<file path="src/rtl/fetch_unit.sv">
// fetch_unit: PC sequencing, single-outstanding imem fetch, prefetch FIFO and decode field split.
// Optional FETCH_MISALIGN_CHECK_EN adds fetch_fault and a HALT state for misaligned redirects.
module fetch_unit #(
  parameter logic [31:0] RESET_PC = 32'h0000_0000,
  parameter int FIFO_DEPTH = 2
) (
  input  logic        clk,
  input  logic        rst_n,
  output logic        imem_req_valid,
  input  logic        imem_req_ready,
  output logic [31:0] imem_req_addr,
  input  logic        imem_rsp_valid,
  input  logic [31:0] imem_rsp_data,
  input  logic        redirect_valid,
  input  logic [31:0] redirect_pc,
  output logic        ir_valid,
  input  logic        ir_ready,
  output logic [31:0] ir,
  output logic [31:0] pc,
  output logic [6:0]  cu_op,
  output logic [2:0]  funct3,
  output logic [6:0]  funct7
`ifdef FETCH_MISALIGN_CHECK_EN
  ,
  output logic        fetch_fault
`endif
);
  localparam int PW = $clog2(FIFO_DEPTH);
  localparam int CW = $clog2(FIFO_DEPTH + 1);
  typedef enum logic [1:0] {
    S_REQ,
    S_WAIT,
    S_DROP
`ifdef FETCH_MISALIGN_CHECK_EN
    ,
    S_HALT
`endif
  } state_t;
  state_t state_q, state_d;
  logic [31:0] fetch_pc_q, fetch_pc_d, rsp_pc_q, rsp_pc_d;
  logic out_q, out_d;
  logic [CW-1:0] count_q, count_d;
  logic [PW-1:0] wr_q, wr_d, rd_q, rd_d;
  logic [63:0] mem_q [FIFO_DEPTH];
  logic [63:0] mem_d [FIFO_DEPTH];
  logic [63:0] head;
  logic credit, req_fire, rsp_take, push, pop;
`ifdef FETCH_MISALIGN_CHECK_EN
  logic fault_q, fault_d, bad;
  assign fetch_fault = fault_q;
`endif
  // Request/decode outputs, FIFO bookkeeping and the redirect-first next-state rules.
  always_comb begin
    credit = 32'(count_q) + 32'(out_q) < 32'(FIFO_DEPTH);
    imem_req_valid = rst_n && state_q == S_REQ && credit;
    imem_req_addr = fetch_pc_q;
    ir_valid = count_q != '0;
    head = ir_valid ? mem_q[rd_q] : '0;
    pc = head[63:32];
    ir = head[31:0];
    cu_op = head[6:0];
    funct3 = head[14:12];
    funct7 = head[31:25];
    req_fire = imem_req_valid && imem_req_ready;
    rsp_take = imem_rsp_valid && out_q;
    push = rsp_take && state_q == S_WAIT && !redirect_valid;
    pop = ir_valid && ir_ready && !redirect_valid;
    out_d = req_fire || (out_q && !imem_rsp_valid);
    state_d = redirect_valid ? (out_d ? S_DROP : S_REQ)
            : req_fire ? S_WAIT
            : (rsp_take && (state_q == S_WAIT || state_q == S_DROP)) ? S_REQ
            : state_q;
`ifdef FETCH_MISALIGN_CHECK_EN
    bad = redirect_pc[1:0] != 2'b00;
    state_d = (redirect_valid && bad) ? S_HALT : state_d;
    fault_d = redirect_valid ? bad : fault_q;
`endif
    fetch_pc_d = redirect_valid ? (redirect_pc & 32'hFFFF_FFFC)
               : req_fire ? fetch_pc_q + 32'd4 : fetch_pc_q;
    rsp_pc_d = req_fire ? fetch_pc_q : rsp_pc_q;
    count_d = redirect_valid ? '0 : count_q + CW'(push) - CW'(pop);
    wr_d = redirect_valid ? '0 : wr_q + PW'(push);
    rd_d = redirect_valid ? '0 : rd_q + PW'(pop);
    mem_d = mem_q;
    if (push) mem_d[wr_q] = {rsp_pc_q, imem_rsp_data};
  end
  // Control state with asynchronous reset.
  always_ff @(posedge clk or negedge rst_n) begin
    if (!rst_n) begin
      state_q <= S_REQ;
      fetch_pc_q <= RESET_PC;
      rsp_pc_q <= '0;
      out_q <= 1'b0;
      count_q <= '0;
      wr_q <= '0;
      rd_q <= '0;
`ifdef FETCH_MISALIGN_CHECK_EN
      fault_q <= 1'b0;
`endif
    end else begin
      state_q <= state_d;
      fetch_pc_q <= fetch_pc_d;
      rsp_pc_q <= rsp_pc_d;
      out_q <= out_d;
      count_q <= count_d;
      wr_q <= wr_d;
      rd_q <= rd_d;
`ifdef FETCH_MISALIGN_CHECK_EN
      fault_q <= fault_d;
`endif
    end
  end
  // FIFO storage needs no reset: entries are only visible while count is non-zero.
  always_ff @(posedge clk) mem_q <= mem_d;
endmodule

</file>
<file path="config.mk">
export PLATFORM = sky130hd
export DESIGN_NAME = fetch_unit
export DESIGN_NICKNAME = d
export VERILOG_FILES = /design/src/rtl/fetch_unit.sv
export SDC_FILE = /design/constraint.sdc
export NUM_CORES = 1
export LEC_CHECK = 0
export ABC_CLOCK_PERIOD_IN_PS = 2950
export BUFFER_PORTS_ARGS = -buffer_cell sky130_fd_sc_hd__buf_4
export CAP_MARGIN = 20
export CORE_ASPECT_RATIO = 0.9
export CORE_MARGIN = 1.5
export CORE_UTILIZATION = 45
export DETAILED_ROUTE_END_ITERATION = 8
export PLACE_DENSITY_LB_ADDON = 0.15
export SYNTH_ARGS = -nofsm -noshare
export SYNTH_HDL_FRONTEND = slang
export SYNTH_SLANG_ARGS = --single-unit
</file>
<file path="constraint.sdc">
create_clock -name clk -period 2.95 [get_ports clk]
set_input_delay 0.4425 -clock clk [delete_from_list [all_inputs] [get_ports clk]]
set_output_delay 0.4425 -clock clk [all_outputs]
set_load 0.05 [all_outputs]
</file>
==> impl_metrics.yaml, run 1 <==
sta:
  relSlewSlack_pct: 41.5
  hold_violations: 0
  slew_viol_final: 0
  finalCriticalPeriod_ps: 2460
  fmax_mhz: 406
  worst_slew_pin_slew_ps: 878
  setup_viol: 0
  clock_skew_ps: 14.2
  post-route-period-util_pct: 83.5
  rsz0062_at_grt: "false"
  tns_ps: 0
power_and_ir_drop:
  p_int_uw: 4660
  clockPowerShare_pct: 35.1
  swShare_pct: 25.2
  p_switching_uw: 1570
  p_leak_uw: 0.00398
  p_seq_share_pct: 52.9
  p_comb_share_pct: 12.0
  p_per_area_nw_per_um2: 613
  ir_drop_mv: 0.472
yosys:
  ys_seq_elements: 191
  ys_warn_count: 0
  synthTopCellsByCount: "edfxtp_1 (124), nor2_1 (73), dfrtp_1 (67)"
  syn-cell-area_sq_um: 8040
  synth_top_area_share_pct: 46.3
  synthCells: 577
  synth.distinct_cells: 39
  async_flop_share_pct: 35.1
  synth_edf_count: 124
  synth_area_leader_cell: "edfxtp_1"
  synthTopCellsByArea: "edfxtp_1 (46%), dfrtp_1 (21%), mux2i_1 (7.8%)"
  synthMostInstantiatedCell: "edfxtp_1"
  synth-seq-area-share_pct: 67.1
  ys.flop_type: "edfxtp_1"
  syn-mean-instance-area_sq_um: 13.9
worst_setup_path:
  cp_cell_sequence: "buf_4 -> mux2i_1 -> nor2_1 -> buf_4"
  cpMostUsedCell: "buf_4"
  critPathMaxStageDelay_ps: 690
  cp-start-kind: "flip-flop"
  slowest_stage: "dfrtp_4"
  path_delay_family: "flip-flops"
  critPathBufInv: 2
  crit_fanout: 21
  cp.arrival_ps: 2020
  critPathKind: "flip-flop to primary output"
  critPathCaptureType: "primary output"
  worstPathRequired_ps: 2510
global_routing:
  track_usage_pct: 18.6
  grt_pass1_vias: 4931
  antenna_found_initial: 0
  grt.overflow.total: 0
  grt_pass1_wl_mm: 25.9
  grt_max_degree: 68
route:
  routedWlPerCell_microns: 16.8
  antenna_left: 0
  vias: 4940
  vias_per_cell: 4.97
  routed_wl_mm: 16.7
  drtIter0Drc: 233
  dr.pass1.iters: 4
  drc: 0
clock_tree:
  postCtsResizedCells: 0
  cts_tree: "built"
  clkSinkCount: 191
  postCtsSetupBuffers: 0
  clock_latency_ps: 430
  cts_buffers: 17
  clk_pin_slew_ps: 70
  cts_buffer_depth: 2
  cts-root-buf: "clkbuf_16"
  htree_levels: 4
  postCtsHoldBufs: 0
die:
  die_w_microns: 144
  die_h_microns: 130
  die_area_sq_um: 18700
  coreArea_sq_um: 17600
  floorplan.initialDensity_pct: 45.8
  rows: 46
  io_pins: 185
cells_and_area:
  drive_gt1_share_pct: 35.9
  final_core_util_pct: 57.9
  nets: 818
  seqCellArea_sq_um: 5400
  area_delta_synth_final_pct: 26.4
  n_antenna_cell: 0
  fillers: 1468
  multi_input_area_sq_um: 2370
outcome:
  status: "finished, final reports clean"
min_path:
  min_path_type: "input pin to flip-flop"
placement:
  port_buffers: 178
  hpwl_mm: 11.3
  gp_congestion: 0.817
run:
  maxCapViolCount: 0
==> cell type report <==
cell class,count,share of cell area [%]
well taps,240,2.95
flip-flops and latches,191,53.1
multi-input cells,331,23.3
repair buffers,190,14.5
clock inverters,10,0.701
clock buffers,22,4.97
inverters,10,0.369
==> final timing paths <==
check / startpoint / to / slack (ps) / cells after the start
max: rd_q$_DFF_PN0_ / cu_op[0] / 490 / 4
min: imem_rsp_data[0] / mem_q[0]$_DFFE_PP_ / 200 / 1
max reg2reg: state_q[0]$_DFFE_PN0P_ / imem_req_addr[30]$_DFFE_PN0P_ / 770 / 7
min reg2reg: rsp_pc_q[26]$_DFFE_PN0P_ / mem_q[58]$_DFFE_PP_ / 460 / 0
max in group asynchronous: rst_n / rd_q$_DFF_PN0_ / 2000 / 2
min in group asynchronous: rst_n / rsp_pc_q[3]$_DFFE_PN0P_ / 260 / 2
==> worst register-to-register path, cell delays in order (launching register included) <==
cell	delay, ps
dfrtp_1	410
inv_1	70
ha_1	210
nand4b_4	190
nor3_4	510
nand3_2	140
or4_1	490
nand3_1	100
==> stage by stage <==
step	total power, uW	worst slack (ps)	hold slack (ps)	cell area [sq um]	std cells
3_5_place_dp	4110	801	453	9590	962
6_report	6230	488	200	10200	994
2_1_floorplan	3800	73.6	147	8060	580
5_1_grt	6480	342	172	10200	994
3_3_place_gp	4070	817	446	9590	962
4_1_cts	6300	415	173	10200	994
==> flip-flops by register name, indices dropped and copies added, names as in the netlist <==
register and cells:
count_q 2, out_q 1, rsp_pc_q 30, state_q 2
rd_q 1, wr_q 1, imem_req_addr 30, mem_q 124
==> logic make-up (layout without fill, tap and decap cells) <==
family / after synthesis / count (layout) / synth area share, %
AOI/OAI and AO/OA: 28 / 28 / 1.82
buffers and inverters: 58 / 232 / 3.97
xor gates and xnor gates: 31 / 31 / 3.38
adders and majority gates: 7 / 7 / 1.09
other: 1 / 4 / 0.0466
DFF: 191 / 191 / 67.1
muxes: 98 / 98 / 12.7
and+or+nand+nor: 163 / 163 / 9.83
==> layout by cell type, fill, tap and decap left out, types with 5 or more instances in the layout <==
cell type	Yosys	final
ha_1	7	5
mux2_2	35	35
o21ai_0	12	12
o21ai_1	12	12
edfxtp_1	124	124
mux2i_1	63	63
nor2_1	73	72
nand2_1	40	40
inv_1	10	10
nand4_1	17	17
xnor2_1	11	11
clkbuf_16	0	18
dfrtp_1	67	66
nand3_1	11	11
xor2_1	20	20
buf_4	21	186
==> layer usage <==
metal	part of all wire [%]	GRT usage, %
met1	44	23.7
met2	48	30.8
met3	5.8	5.47
met4	1.7	6.30
met5	0	0
==> power groups by stage <==
stage | Clock, uW | Combinational [uW] | Sequential, uW
floorplan | 0 | 379 | 3420
global placement | 0 | 739 | 3330
detailed placement | 0 | 758 | 3350
CTS | 2250 | 759 | 3290
global route | 2350 | 803 | 3320
finish | 2190 | 750 | 3290
(Power assumes the default switching activity.)
==> run 2: changes to the inputs <==
- ABC_AREA: not set -> 1
- ABC_CLOCK_PERIOD_IN_PS: 2950 -> 2000
- clock period: 2.95 -> 2 ns (I/O delays scaled with it)
==> impl_metrics.yaml, run 2 <==
yosys:
  synth_top_family_by_area: "simple AND/OR/NAND/NOR gates"
  synthMostInstantiatedCell: "nand2_1"
  synthTopCellsByArea: "edfxtp_1 (43%), dfrtp_1 (19%), nand2_1 (14%)"
  ys_warn_count: 0
  synth_area_leader_cell: "edfxtp_1"
  synth_edf_count: 124
  synth_adder_area_share_pct: 1.02
  syn-cell-area_sq_um: 8610
  synthSimpleGateAreaFrac_pct: 20.7
  synth.distinct_cells: 29
  synth-compound-area-share_pct: 7.38
  syn-mean-instance-area_sq_um: 9.68
  ys.flop_type: "edfxtp_1"
  synth-xor-area-share_pct: 1.40
  synthCells: 889
  synth_top_area_share_pct: 43.3
  async_flop_share_pct: 35.1
  synth_mux_area_share_pct: 0
  synth-seq-area-share_pct: 62.7
  synthTopCellsByCount: "nand2_1 (328), edfxtp_1 (124), inv_1 (68)"
  ys_seq_elements: 191
worst_setup_path:
  critPathKind: "flip-flop to primary output"
  critPathBufInv: 3
  worstPathRequired_ps: 1700
  r2r_end: "mem_q[82]$_DFFE_PP_"
  cp_cell_sequence: "nor2_4 -> buf_12 -> clkbuf_16 -> a21oi_4 -> buf_4"
  crit_fanout: 7
  slowest_stage: "dfrtp_1"
  crit_cells: 5
  endpoint: "ir[30]"
  cp-start-kind: "flip-flop"
  cp.arrival_ps: 1670
  rrSetupSlack_ps: 240
  critPathCaptureType: "primary output"
  r2r-start: "state_q[1]$_DFFE_PN0P_"
  critPathMaxStageDelay_ps: 420
  path_delay_family: "buffers and inverters"
  critPathLaunch: "count_q[1]$_DFF_PN0_"
  ff2ff_path_depth: 6
die:
  die_h_microns: 134
  floorplan.initialDensity_pct: 46.3
  die_area_sq_um: 20000
  rows: 47
  io_pins: 185
  die_w_microns: 149
  coreArea_sq_um: 18600
clock_tree:
  clk_pin_slew_ps: 70
  clock_latency_ps: 420
  htree_levels: 4
  cts-root-buf: "clkbuf_16"
  cts_buffers: 17
  cts_tree: "built"
  cts_buffer_depth: 2
  clkSinkCount: 191
run:
  maxCapViolCount: 0
global_routing:
  grt_max_degree: 55
  grt_pass1_vias: 6085
  antenna_found_initial: 0
  track_usage_pct: 20.2
  grt.overflow.total: 0
  grt_pass1_wl_mm: 31.2
cells_and_area:
  final_cell_mix: "nand2_1 (324), buf_4 (158), edfxtp_1 (124), inv_1 (67), dfrtp_1 (66)"
  n_antenna_cell: 0
  area_delta_synth_final_pct: 34.5
  largest_reg_flops: 124
  top_register: "mem_q"
  seqCellArea_sq_um: 5400
  layout_commonest_cell: "nand2_1"
  nets: 1145
  fillers: 1606
  multi_input_area_sq_um: 3020
  drive_gt1_share_pct: 31.9
route:
  dr.pass1.iters: 5
  antenna_left: 0
  vias_per_cell: 4.94
  vias: 6545
  drc: 0
  drtIter0Drc: 354
  routedWlPerCell_microns: 15.8
  routed_wl_mm: 21.0
power_and_ir_drop:
  p_comb_share_pct: 15.1
  swShare_pct: 28.7
  power_uw: 9480
  clockPowerShare_pct: 33.7
  p_leak_uw: 0.00499
  p_per_area_nw_per_um2: 819
  p_switching_uw: 2720
  p_int_uw: 6760
  ir_drop_mv: 0.600
  p_seq_share_pct: 51.2
sta:
  slew_viol_final: 0
  setup_viol: 0
  rsz0062_at_grt: "true"
  hold_violations: 0
  tns_ps: 0
  finalCriticalPeriod_ps: 1970
  clock_skew_ps: 10.9
  post-route-period-util_pct: 98.5
  fin_ws_ps: 30.9
  fmax_mhz: 508
outcome:
  status: "finished, final reports clean"
placement:
  preCtsSetupSlack_ps: 243
  gp_congestion: 0.900
  port_buffers: 178
  hpwl_mm: 14.0
min_path:
  min_path_type: "input pin to flip-flop"
==> run 2: repair_timing <==
item | in CTS | in global routing
gates cloned | 0 | 10
setup buffers | 1 | 3
gates resized for setup | 2 | 53
hold endpoints to repair | 37 | 0
setup endpoints to repair | 65 | 73
pin swaps | 0 | 2
hold buffers | 1 | 0
==> run 2: cell type report <==
class,count,area share (%)
clock buffer,21,3.98
clock inverter,11,0.832
inverter,73,2.43
multi-input combinational,573,26.1
sequential,191,46.7
tap,245,2.65
timing repair buffer,212,17.4
==> run 2: power by group through the flow <==
stage               sequential, uW  clock, uW  combinational (uW)
global route                  4890       3410                1570
global placement              4920          0                1360
detailed placement            4930          0                1390
CTS                           4850       3250                1400
floorplan                     5100          0                 672
finish                        4860       3190                1430
==> run 2: routing by layer <==
| metal | share of wire, % | vias to the layer above | wire, microns | track usage [%] |
|---|---|---|---|---|
| met5 | 0 | - | 0 | 0 |
| met4 | 1.0 | 0 | 217 | 5.56 |
| met3 | 5.2 | 16 | 1090 | 3.98 |
| met2 | 49 | 180 | 10200 | 32.4 |
| met1 | 45 | 3125 | 9460 | 28.1 |
| li1 | - | 3224 | - | - |
==> run 2: worst min-delay path by stage <==
stage          cells after the start  slack (ps)                        to              start
3_5_place_dp                       2         430  rsp_pc_q[28]$_DFFE_PN0P_              rst_n
4_1_cts                            1          40        mem_q[0]$_DFFE_PP_   imem_rsp_data[0]
3_3_place_gp                       2         430  rsp_pc_q[28]$_DFFE_PN0P_              rst_n
2_1_floorplan                      0           4      count_q[0]$_DFF_PN0_              rst_n
5_1_grt                            1          40       mem_q[86]$_DFFE_PP_  imem_rsp_data[22]
6_report                           1          60        mem_q[0]$_DFFE_PP_   imem_rsp_data[0]
==> run 2: logic make-up after synthesis <==
logic type,count (synthesis)
buf+inv,128
fa+ha+maj,7
simple gates,426
flops,191
compound gates,124
other cells,1
xor+xnor,12
==> run 2: through the flow <==
step	instances	hold WS (ps)	utilization, %	instance area (sq um)
after global placement	1279	431	56.8	10600
after CTS	1313	41.7	59.9	11100
after detailed placement	1279	432	56.8	10600
after global routing	1326	36.9	62.3	11600
after floorplan	892	4.41	-	8940
final	1326	55.9	62.3	11600
==> run 3: changes to the inputs <==
- ABC_AREA: 1 -> not set
==> impl_metrics.yaml, run 3 (synthesis results as in run 1) <==
outcome:
  status: "finished, final reports clean"
clock_tree:
  postCtsHoldBufs: 0
  clock_latency_ps: 430
  cts_tree: "built"
  htree_levels: 4
  cts_buffer_depth: 2
  clkSinkCount: 191
  clk_pin_slew_ps: 70
  cts_buffers: 17
  cts-root-buf: "clkbuf_16"
worst_setup_path:
  path_delay_family: "flip-flops"
  cp-start-kind: "flip-flop"
  critPathBufInv: 2
  worstPathRequired_ps: 1700
  critPathCaptureType: "primary output"
  cp.arrival_ps: 1700
  cp_cell_sequence: "buf_12 -> mux2i_1 -> nor2_1 -> buf_6"
  critPathMaxStageDelay_ps: 540
  crit_fanout: 21
  critPathKind: "flip-flop to primary output"
  slowest_stage: "dfrtp_4"
route:
  drc: 0
  drtIter0Drc: 229
  routed_wl_mm: 18.6
  antenna_left: 0
  vias: 5180
  vias_per_cell: 5.03
  dr.pass1.iters: 4
  routedWlPerCell_microns: 18.0
cells_and_area:
  nets: 854
  layout_commonest_cell: "buf_4"
  drive_gt1_share_pct: 45.3
  largest_reg_flops: 124
  top_register: "mem_q"
  n_antenna_cell: 0
  area_delta_synth_final_pct: 37.1
  design_area_sq_um: 11000
  final_cell_mix: "buf_4 (167), edfxtp_1 (124), dfrtp_1 (62), nor2_1 (52), mux2i_1 (46)"
power_and_ir_drop:
  p_leak_uw: 0.00429
  p_int_uw: 6830
  swShare_pct: 26.3
  power_uw: 9280
  p_comb_share_pct: 13.3
  p_seq_share_pct: 52.3
  ir_drop_mv: 0.601
  clockPowerShare_pct: 34.4
  p_switching_uw: 2440
  p_per_area_nw_per_um2: 841
die:
  floorplan.initialDensity_pct: 45.8
  coreArea_sq_um: 17600
  io_pins: 185
  die_w_microns: 144
  die_area_sq_um: 18700
  rows: 46
  die_h_microns: 130
global_routing:
  grt_pass1_wl_mm: 27.9
  track_usage_pct: 20.3
  grt_max_degree: 68
  grt.overflow.total: 0
  antenna_found_initial: 0
  grt_pass1_vias: 5110
placement:
  hpwl_mm: 11.2
  placed_cell_area_sq_um: 9790
  gp_congestion: 0.823
  port_buffers: 178
sta:
  setup_viol: 0
  hold_violations: 0
  rsz0062_at_grt: "true"
  relSlewSlack_pct: 41.9
  finalCriticalPeriod_ps: 2000
  clock_skew_ps: 8.03
  fmax_mhz: 501
  slew_viol_final: 0
  post-route-period-util_pct: 99.9
  worst_slew_pin_slew_ps: 872
run:
  maxCapViolCount: 0
min_path:
  min_path_type: "input pin to flip-flop"
run 3: changes by cell type in the layout (fill, tap and decap cells not counted), moves of 33 or more:
cell	delta
inv_1	-60
a21oi_2	-48
mux2_2	+34
mux2i_1	+46
nand2_1	-285
o21ai_0	-33
run 3: power groups by stage:
stage / sequential, uW / clock [uW] / combinational [uW]
floorplan: 5050 / 0 / 572
global placement: 4900 / 0 / 1140
detailed placement: 4930 / 0 / 1170
CTS: 4850 / 3270 / 1220
global route: 4900 / 3420 / 1330
finish: 4850 / 3190 / 1240
run 3: metrics by stage:
stage | utilization [%] | std cells | setup TNS, ps | worst slack (ps) | hold slack (ps)
global route | 62.8 | 1030 | -874 | -59.4 | 27.9
CTS | 61.1 | 1022 | -146 | -14.2 | 25.2
detailed placement | 55.8 | 971 | -20450 | -169 | 455
floorplan | - | 580 | -11240 | -90.6 | 4.41
finish | 62.8 | 1030 | 0 | 2.35 | 48.8
global placement | 55.8 | 971 | -12570 | -103 | 443
run 3: what timing repair did:
item | in CTS | in global routing
setup buffers | 16 | 7
endpoints found under the setup margin | 201 | 149
gates cloned | 3 | 2
pin swaps | 6 | 7
resized for setup | 36 | 54
run 3: per-layer routing:
metal / vias to the layer above / GRT usage [%] / wire [microns]
met5: - / 0 / 0
met2: 166 / 33.9 / 9250
met3: 12 / 5.32 / 1060
met1: 2564 / 26.2 / 8090
li1: 2438 / - / -
met4: 0 / 5.94 / 149
run 3: cell type report:
cell class | instances | area (sq um)
Tap cell | 240 | 300
Timing Repair Buffer | 226 | 2060
Clock inverter | 12 | 98.8
Clock buffer | 20 | 457
Inverter | 10 | 37.5
Sequential cell | 191 | 5410
Fill cell | 1342 | 6530
Multi-Input combinational cell | 331 | 2670
run 3: worst paths after layout:
path / slack (ps) / from / endpoint / depth (start not counted)
setup / recovery: 2 / rd_q$_DFF_PN0_ / pc[13] / 4
hold / removal: 50 / imem_rsp_data[1] / mem_q[65]$_DFFE_PP_ / 1
setup reg to reg: 30 / state_q[1]$_DFFE_PN0P_ / count_q[1]$_DFF_PN0_ / 10
hold reg to reg: 470 / rsp_pc_q[30]$_DFFE_PN0P_ / mem_q[126]$_DFFE_PP_ / 0
max in group asynchronous: 1230 / rst_n / rd_q$_DFF_PN0_ / 2
min in group asynchronous: 130 / rst_n / rsp_pc_q[7]$_DFFE_PN0P_ / 2
